==> config.mk <==
export PLATFORM = sky130hd
export DESIGN_NAME = parking_gate_sequencer_flat
export DESIGN_NICKNAME = d
export VERILOG_FILES = /design/src/rtl/parking_pkg.sv /design/src/rtl/parking_gate_sequencer_if.sv /design/src/rtl/parking_door_timer.sv /design/src/rtl/parking_gate_sequencer.sv /design/src/flat_wrapper.sv
export SDC_FILE = /design/constraint.sdc
export NUM_CORES = 1
export LEC_CHECK = 0
export ABC_AREA = 1
export CORE_MARGIN = 4
export CORE_UTILIZATION = 54
export CTS_CLUSTER_SIZE = 8
export DETAILED_ROUTE_END_ITERATION = 10
export PLACE_DENSITY = 0.83
export SKIP_LAST_GASP = 1
export SYNTH_ARGS = -nofsm -noshare
export SYNTH_HDL_FRONTEND = slang
export SYNTH_SLANG_ARGS = --single-unit
==> constraint.sdc <==
create_clock -name clk -period 3.6 [get_ports clk]
set_input_delay 0.72 -clock clk [delete_from_list [all_inputs] [get_ports clk]]
set_output_delay 0.72 -clock clk [all_outputs]
set_load 0.1 [all_outputs]
==> src/rtl/parking_pkg.sv <==
// Shared types and constants for the parking gate sequencer.
package parking_pkg;

    typedef enum logic [2:0] {
        ST_IDLE  = 3'd0,
        ST_ISSUE = 3'd1,
        ST_WAIT  = 3'd2,
        ST_DOOR  = 3'd3,
        ST_CLEAR = 3'd4
    } seq_state_t;

    localparam logic [3:0] CMD_NONE      = 4'b0000;
    localparam logic [3:0] CMD_ENTER     = 4'b1000;
    localparam logic [1:0] CMD_EXIT_BASE = 2'b01;
    localparam logic [3:0] FULL          = 4'b1111;

    // Number of set bits in a 4-bit occupancy word.
    function automatic logic [2:0] popcount4(input logic [3:0] v);
        logic [2:0] n;
        n = 3'd0;
        for (int i = 0; i < 4; i++) begin
            n = n + {2'b00, v[i]};
        end
        return n;
    endfunction

endpackage

==> src/rtl/parking_gate_sequencer_if.sv <==
// Gate handshake and parking-FSM command bus.
// master: gates plus the parking FSM; slave: the sequencer.
interface parking_gate_sequencer_if;

    logic       enter_req;
    logic       exit_req;
    logic [1:0] exit_place;
    logic [3:0] fsm_state;
    logic       door_open_pulse;

    logic [3:0] fsm_in;
    logic       enter_ack;
    logic       exit_ack;
    logic       reject;
    logic       door_open;
    logic       busy;
    logic [2:0] free_count;

    modport master (
        output enter_req, exit_req, exit_place, fsm_state, door_open_pulse,
        input  fsm_in, enter_ack, exit_ack, reject, door_open, busy, free_count
    );

    modport slave (
        input  enter_req, exit_req, exit_place, fsm_state, door_open_pulse,
        output fsm_in, enter_ack, exit_ack, reject, door_open, busy, free_count
    );

endinterface

==> src/rtl/parking_door_timer.sv <==
// Door hold timer: start loads DOOR_CYCLES-1, done marks the last open cycle.
module parking_door_timer #(
    parameter int DOOR_CYCLES = 8
) (
    input  logic clk,
    input  logic rst,
    input  logic start,
    output logic done
);

    localparam int               CW   = $clog2(DOOR_CYCLES + 1);
    localparam logic [CW-1:0]    LOAD = CW'(DOOR_CYCLES - 1);

    logic [CW-1:0] cnt;
    logic          active;

    // Down-counter; stops itself after reaching terminal count.
    always_ff @(posedge clk) begin
        if (rst) begin
            cnt    <= '0;
            active <= 1'b0;
        end else if (start) begin
            cnt    <= LOAD;
            active <= 1'b1;
        end else if (active) begin
            if (cnt == '0) begin
                active <= 1'b0;
            end else begin
                cnt <= cnt - CW'(1);
            end
        end
    end

    assign done = active && (cnt == '0);

endmodule

==> src/rtl/parking_gate_sequencer.sv <==
// Arbitrates entry/exit gates into the 4-spot parking FSM and runs the door.
//
// state | meaning
// IDLE  | arbitrate and pre-check requests
// ISSUE | drive the latched command on fsm_in for one cycle
// WAIT  | wait for door_open_pulse, bounded by WAIT_CYCLES
// DOOR  | hold door_open for DOOR_CYCLES, ack in the first cycle
// CLEAR | one quiet cycle, requests ignored
module parking_gate_sequencer
    import parking_pkg::*;
#(
    parameter int DOOR_CYCLES = 8,
    parameter int WAIT_CYCLES = 2
) (
    input logic                     clk,
    input logic                     rst,
    parking_gate_sequencer_if.slave bus
);

    localparam int            WW        = $clog2(WAIT_CYCLES + 1);
    localparam logic [WW-1:0] WAIT_LOAD = WW'(WAIT_CYCLES - 1);

    seq_state_t state_q, state_d;
    logic       ptr_exit_q, ptr_exit_d;
    logic       is_enter_q, is_enter_d;
    logic [1:0] place_q, place_d;
    logic [WW-1:0] wait_cnt_q;

    logic grant_valid;
    logic grant_enter;
    logic pre_reject;
    logic timeout;
    logic door_start;
    logic door_done;

    logic [3:0] fsm_in_q, fsm_in_d;
    logic       enter_ack_q, enter_ack_d;
    logic       exit_ack_q, exit_ack_d;
    logic       reject_q, reject_d;
    logic       door_open_q, door_open_d;
    logic       busy_q, busy_d;
    logic [2:0] free_count_q;

    assign door_start = (state_q == ST_WAIT) && bus.door_open_pulse;

    parking_door_timer #(
        .DOOR_CYCLES(DOOR_CYCLES)
    ) u_door_timer (
        .clk  (clk),
        .rst  (rst),
        .start(door_start),
        .done (door_done)
    );

    // State register plus the command context latched at grant.
    always_ff @(posedge clk) begin
        if (rst) begin
            state_q    <= ST_IDLE;
            ptr_exit_q <= 1'b1;
            is_enter_q <= 1'b0;
            place_q    <= 2'd0;
        end else begin
            state_q    <= state_d;
            ptr_exit_q <= ptr_exit_d;
            is_enter_q <= is_enter_d;
            place_q    <= place_d;
        end
    end

    // Next state: round-robin grant, occupancy pre-check, wait/door sequencing.
    always_comb begin
        state_d     = state_q;
        ptr_exit_d  = ptr_exit_q;
        is_enter_d  = is_enter_q;
        place_d     = place_q;
        grant_valid = 1'b0;
        grant_enter = 1'b0;
        pre_reject  = 1'b0;
        timeout     = 1'b0;
        case (state_q)
            ST_IDLE: begin
                if (bus.enter_req && bus.exit_req) begin
                    grant_valid = 1'b1;
                    grant_enter = !ptr_exit_q;
                    ptr_exit_d  = !ptr_exit_q;
                end else if (bus.enter_req) begin
                    grant_valid = 1'b1;
                    grant_enter = 1'b1;
                end else if (bus.exit_req) begin
                    grant_valid = 1'b1;
                end
                if (grant_valid) begin
                    pre_reject = grant_enter ? (bus.fsm_state == FULL)
                                             : !bus.fsm_state[bus.exit_place];
                    is_enter_d = grant_enter;
                    place_d    = bus.exit_place;
                    state_d    = pre_reject ? ST_CLEAR : ST_ISSUE;
                end
            end
            ST_ISSUE: state_d = ST_WAIT;
            ST_WAIT: begin
                if (bus.door_open_pulse) begin
                    state_d = ST_DOOR;
                end else if (wait_cnt_q == '0) begin
                    timeout = 1'b1;
                    state_d = ST_CLEAR;
                end
            end
            ST_DOOR: begin
                if (door_done) begin
                    state_d = ST_CLEAR;
                end
            end
            ST_CLEAR: state_d = ST_IDLE;
            default:  state_d = ST_IDLE;
        endcase
    end

    // Output decode: next-cycle values, registered below so every output is a flop.
    always_comb begin
        fsm_in_d = CMD_NONE;
        if (state_d == ST_ISSUE) begin
            fsm_in_d = is_enter_d ? CMD_ENTER : {CMD_EXIT_BASE, place_d};
        end
        enter_ack_d = door_start && is_enter_q;
        exit_ack_d  = door_start && !is_enter_q;
        reject_d    = pre_reject || timeout;
        door_open_d = (state_d == ST_DOOR);
        busy_d      = (state_d != ST_IDLE);
    end

    // Output registers and the lagging free-spot count.
    always_ff @(posedge clk) begin
        if (rst) begin
            fsm_in_q     <= CMD_NONE;
            enter_ack_q  <= 1'b0;
            exit_ack_q   <= 1'b0;
            reject_q     <= 1'b0;
            door_open_q  <= 1'b0;
            busy_q       <= 1'b0;
            free_count_q <= 3'd0;
        end else begin
            fsm_in_q     <= fsm_in_d;
            enter_ack_q  <= enter_ack_d;
            exit_ack_q   <= exit_ack_d;
            reject_q     <= reject_d;
            door_open_q  <= door_open_d;
            busy_q       <= busy_d;
            free_count_q <= popcount4(~bus.fsm_state);
        end
    end

    // Door-pulse timeout: loaded on entry to WAIT, counts down while waiting.
    always_ff @(posedge clk) begin
        if (rst) begin
            wait_cnt_q <= '0;
        end else if (state_q == ST_ISSUE) begin
            wait_cnt_q <= WAIT_LOAD;
        end else if (state_q == ST_WAIT && wait_cnt_q != '0) begin
            wait_cnt_q <= wait_cnt_q - WW'(1);
        end
    end

    assign bus.fsm_in     = fsm_in_q;
    assign bus.enter_ack  = enter_ack_q;
    assign bus.exit_ack   = exit_ack_q;
    assign bus.reject     = reject_q;
    assign bus.door_open  = door_open_q;
    assign bus.busy       = busy_q;
    assign bus.free_count = free_count_q;

endmodule

==> src/flat_wrapper.sv <==
// flat-port wrapper written by rule: the top's interface ports become plain ports
module parking_gate_sequencer_flat import parking_pkg::*;
#(
    parameter int DOOR_CYCLES = 8,
    parameter int WAIT_CYCLES = 2
)
  (clk, rst, bus_enter_req, bus_exit_req, bus_exit_place, bus_fsm_state, bus_door_open_pulse, bus_fsm_in, bus_enter_ack, bus_exit_ack, bus_reject, bus_door_open, bus_busy, bus_free_count);
  parking_gate_sequencer_if bus_i ();
  input logic clk;
  input logic rst;
  input wire logic [$bits(bus_i.enter_req)-1:0] bus_enter_req;
  input wire logic [$bits(bus_i.exit_req)-1:0] bus_exit_req;
  input wire logic [$bits(bus_i.exit_place)-1:0] bus_exit_place;
  input wire logic [$bits(bus_i.fsm_state)-1:0] bus_fsm_state;
  input wire logic [$bits(bus_i.door_open_pulse)-1:0] bus_door_open_pulse;
  output wire logic [$bits(bus_i.fsm_in)-1:0] bus_fsm_in;
  output wire logic [$bits(bus_i.enter_ack)-1:0] bus_enter_ack;
  output wire logic [$bits(bus_i.exit_ack)-1:0] bus_exit_ack;
  output wire logic [$bits(bus_i.reject)-1:0] bus_reject;
  output wire logic [$bits(bus_i.door_open)-1:0] bus_door_open;
  output wire logic [$bits(bus_i.busy)-1:0] bus_busy;
  output wire logic [$bits(bus_i.free_count)-1:0] bus_free_count;
  assign bus_i.enter_req = bus_enter_req;
  assign bus_i.exit_req = bus_exit_req;
  assign bus_i.exit_place = bus_exit_place;
  assign bus_i.fsm_state = bus_fsm_state;
  assign bus_i.door_open_pulse = bus_door_open_pulse;
  assign bus_fsm_in = bus_i.fsm_in;
  assign bus_enter_ack = bus_i.enter_ack;
  assign bus_exit_ack = bus_i.exit_ack;
  assign bus_reject = bus_i.reject;
  assign bus_door_open = bus_i.door_open;
  assign bus_busy = bus_i.busy;
  assign bus_free_count = bus_i.free_count;
  parking_gate_sequencer #(.DOOR_CYCLES(DOOR_CYCLES), .WAIT_CYCLES(WAIT_CYCLES)) u_core (.clk(clk), .rst(rst), .bus(bus_i));
endmodule
==> metrics.log <==
[metrics] largest net degree at the start of global routing: 16
[metrics] cell leakage power: 0.688 nW
[metrics] part of the cycle the worst path needs: 69.8%
[metrics] critical path type: reg2out
[metrics] cell area after layout: 1470 µm²
[metrics] final number of setup-violating endpoints: 0
[metrics] drt via density: 5.04
[metrics] final routed wire length divided by cell count: 11.5 µm
[metrics] biggest fanout along the worst timing path: 1
[metrics] clock buffers created by TritonCTS: 3
[metrics] outcome: complete, no violations
[metrics] main flop type after synthesis: sky130_fd_sc_hd__dfxtp_1
[metrics] Initial DRC Count: 28
[metrics] transition at the pin with the smallest max-transition slack: 0.973 ns
[metrics] Clock Skew: 0.00393 ns
[metrics] Largest delay share family, worst path: buffers and inverters
[metrics] number of distinct library cell variants in the gate-level netlist after synthesis: 26
[metrics] mean instance size in the synthesized netlist: 7.66 µm²
[metrics] most frequent cells in the layout: 28 x sky130_fd_sc_hd__nand2_1, 26 x sky130_fd_sc_hd__dfxtp_1, 25 x sky130_fd_sc_hd__inv_1, 22 x sky130_fd_sc_hd__clkdlybuf4s50_1, 16 x sky130_fd_sc_hd__nor2_1
[metrics] number of remaining DRC errors: 0
[metrics] Die Y: 54.7 µm
[metrics] Die X: 54.7 µm
[metrics] dpl cells: 202
[metrics] fraction of the mapped netlist area in compound gates: 9.12%
[metrics] post-route insts no fill: 206
[metrics] IR Drop Worst-Case VDD: 0.000412 V
[metrics] count of standard-cell rows: 16
[metrics] initial antenna violation count: 0
[metrics] synthesized area: 1180 µm²
[metrics] post-cts gate resize count: 0
[metrics] number of nets at the end of the flow: 198
[metrics] series of cell instances along the critical path: clkdlybuf4s50_1
[metrics] Required @ worst endpoint: 2.88 ns
[metrics] launch point of the worst reg-to-reg path: u_core.u_door_timer.cnt[0]$_SDFFE_PP0P_
[metrics] count of buffer and inverter cells on the critical path: 1
[metrics] clk root buf: sky130_fd_sc_hd__clkbuf_4
[metrics] Post-synth EDFFs: 0
[metrics] worst slew margin relative to its limit: 34.9%
[metrics] WP data arrival: 1.79 ns
[metrics] Final GP Congestion: 0.829
[metrics] final-report max-slew violation count: 0
[metrics] Hold Worst Slack: 0.437 ns
[metrics] Antenna diodes: 0
[metrics] largest family of logic cells by synthesized area: simple AND/OR/NAND/NOR gates
[metrics] clock latency of the later-clocked register in the worst-skew pair: 0.31 ns
[metrics] post-detailed-placement cell area: 1430 µm²
[metrics] pwr dens: 512 nW/µm²
[metrics] top-level port count: 23
[metrics] internal power: 458 µW
[metrics] register share of total power: 44.6%
[metrics] Power, Total: 751 µW
[metrics] peak per-stage delay on the critical path: 1.13 ns
[metrics] residual overflow from global routing: 0
[metrics] area delta synth->final: 24.3%
[metrics] Routed Wire Length: 2.37 mm
[metrics] number of vias after detailed routing: 1,038
[metrics] share of cells above drive strength 1: 11.2%
[metrics] portion of synthesized cell area occupied by the leading cell type: 44.1%
[metrics] max-cap violations: 0
[metrics] placement-stage worst setup slack: 1.08 ns
[metrics] clock tree from TritonCTS: built
[metrics] global routing usage summed across all routing layers: 19.4%
[metrics] capture endpoint of the worst hold path: u_core.bus.exit_ack$_SDFF_PP0_
[metrics] clock share of power: 19.3%
[metrics] cell taking the most area after synthesis: sky130_fd_sc_hd__dfxtp_1
[metrics] initial cell density of the core: 58.4%
[metrics] Syn Inst Count: 154
[metrics] area share of fa/ha/maj cells after synthesis: 8.06%
[metrics] Final Util: 72.5%
[metrics] via count of the first global-routing pass: 1,024
[metrics] DPL Wire Length: 1.86 mm
[metrics] area of the core: 2020 µm²
[metrics] first-pass GRT wire length: 4.19 mm
[metrics] H-tree Lvls: 1
[metrics] maximum clock insertion buffer count: 2
[metrics] most common library cell in the layout ignoring fill and taps: sky130_fd_sc_hd__nand2_1
[metrics] ANT nets after route: 0
[metrics] multiplexer area fraction after synthesis: 0%
[metrics] xor and xnor area share after synthesis: 0%
[metrics] end of the worst register-to-register path: u_core.u_door_timer.cnt[3]$_SDFFE_PP0P_
[metrics] Fin. Hold Viols: 0
[metrics] sequential fraction of the synthesis area: 44.1%
[metrics] setup repair after global routing missed its margin: no
[metrics] Switching Share: 39.0%
[metrics] worst reg2reg setup slack: 2.14 ns
[metrics] critical path's slowest cell: sky130_fd_sc_hd__clkdlybuf4s50_1
[metrics] Critical Path Sink Type: primary output
[metrics] sum of negative setup slack: 0 ns
[metrics] Final Worst Setup Slack: 1.09 ns
[metrics] number of cells on the worst hold path: 1
[metrics] cell types with the largest area share after synthesis: sky130_fd_sc_hd__dfxtp_1 44%, sky130_fd_sc_hd__nand2_1 8.9%, sky130_fd_sc_hd__inv_1 8.0%, sky130_fd_sc_hd__ha_1 6.4%, sky130_fd_sc_hd__nor2_1 5.1%
[metrics] die area: 3000 µm²
[metrics] startpoint types: flop
[metrics] input/output buffers: 22
[metrics] clock period minus final worst setup slack: 2.51 ns
[metrics] Yosys reg bits: 26
[metrics] worst min path class: reg2reg
[metrics] number of nets produced by synthesis: 172
[metrics] r2r worst-path depth: 9
[metrics] # clock sinks: 26
[metrics] simple logic cell fraction of the synthesized area: 27.9%
[metrics] Max Clk Rate: 398 MHz
[metrics] number of buffers inserted by post-CTS setup repair: 0
[metrics] Worst-path clk slew: 0.14 ns
[metrics] number of synthesis warnings: 0
[metrics] power share of the combinational group: 36.2%
[metrics] number of hold buffers added after cts: 0
[metrics] share of flip-flops with an asynchronous set or reset: 0%
[metrics] min-delay src: u_core.is_enter_q$_SDFF_PP0_
[metrics] layout filler cell count: 157
[metrics] Net Switching: 293 µW
[metrics] drt pass-1 iters: 5
-- worst max-delay path by stage --
| stage | start | slack [ns] | endpoint | cells past startpoint |
|---|---|---|---|---|
| 4_1_cts | u_core.bus.fsm_in[3]$_SDFF_PP0_ | 1.06 | bus_fsm_in[3] | 1 |
| 6_report | u_core.bus.fsm_in[3]$_SDFF_PP0_ | 1.09 | bus_fsm_in[3] | 1 |
| 3_3_place_gp | bus_fsm_state[0] | 1.16 | u_core.bus.free_count[1]$_SDFF_PP0_ | 7 |
| 3_5_place_dp | bus_fsm_state[0] | 1.08 | u_core.bus.free_count[1]$_SDFF_PP0_ | 7 |
| 5_1_grt | u_core.bus.fsm_in[3]$_SDFF_PP0_ | 1.01 | bus_fsm_in[3] | 1 |
| 2_1_floorplan | bus_fsm_state[0] | 1.70 | u_core.bus.free_count[1]$_SDFF_PP0_ | 6 |
-- cell families (layout without fill, tap and decap cells) --
| kind of cell | count (synthesis) | count (layout) |
|---|---|---|
| and+or+nand+nor | 71 | 71 |
| buffers and inverters | 34 | 59 |
| DFF | 26 | 26 |
| AOI/OAI and AO/OA | 16 | 16 |
| adders and majority gates | 7 | 7 |
-- per-layer routing --
layer  vias up  share of wire (%)  global-route usage [%]  routed length (µm)
li1        532                  -                       -                   -
met1       478                 45                    22.1                1060
met2        24                 50                    34.6                1170
met3         4                4.4                    5.18                 105
met4         0                1.3                    6.22                  30
met5         -                  0                       0                   0
-- power groups by stage --
stage                     Combinational (mW)  Clock [mW]  Sequential (mW)
after CTS                              0.273       0.152            0.335
after global placement                 0.265           0            0.340
final                                  0.272       0.145            0.335
after floorplan                        0.106           0            0.441
after detailed placement               0.272           0            0.342
after global routing                   0.294       0.162            0.339
-- cell type report --
| cell class | count | area, µm² | area share (%) |
|---|---|---|---|
| clock buffers | 4 | 36.3 | 2.47 |
| inverters | 33 | 124 | 8.45 |
| multi-input cells | 94 | 532 | 36.3 |
| flip-flops and latches | 26 | 520 | 35.5 |
| well taps | 27 | 33.8 | 2.30 |
| repair buffers | 22 | 220 | 15.0 |
-- sequential cells by signal, summed over array words and instances, names as in the netlist --
register                    count
u_core.bus.free_count           3
u_core.ptr_exit_q               1
u_core.u_door_timer.active      1
u_core.bus.busy                 1
u_core.u_door_timer.cnt         4
u_core.place_q                  2
u_core.bus.fsm_in               4
u_core.bus.exit_ack             1
u_core.is_enter_q               1
u_core.bus.reject               1
u_core.bus.door_open            1
u_core.state_q                  3
u_core.wait_cnt_q               2
u_core.bus.enter_ack            1
-- synthesized netlist by cell type, types with 2 or more instances --
library cell	instances
sky130_fd_sc_hd__a21oi_1	6
sky130_fd_sc_hd__o21ai_1	3
sky130_fd_sc_hd__nand2_1	28
sky130_fd_sc_hd__nand3_1	11
sky130_fd_sc_hd__inv_2	7
sky130_fd_sc_hd__nor3_1	6
sky130_fd_sc_hd__dfxtp_1	26
sky130_fd_sc_hd__ha_1	6
sky130_fd_sc_hd__nand4_1	3
sky130_fd_sc_hd__nand2_2	2
sky130_fd_sc_hd__a31oi_1	2
sky130_fd_sc_hd__inv_1	25
sky130_fd_sc_hd__nor2_1	16
(Power assumes the default switching activity.)
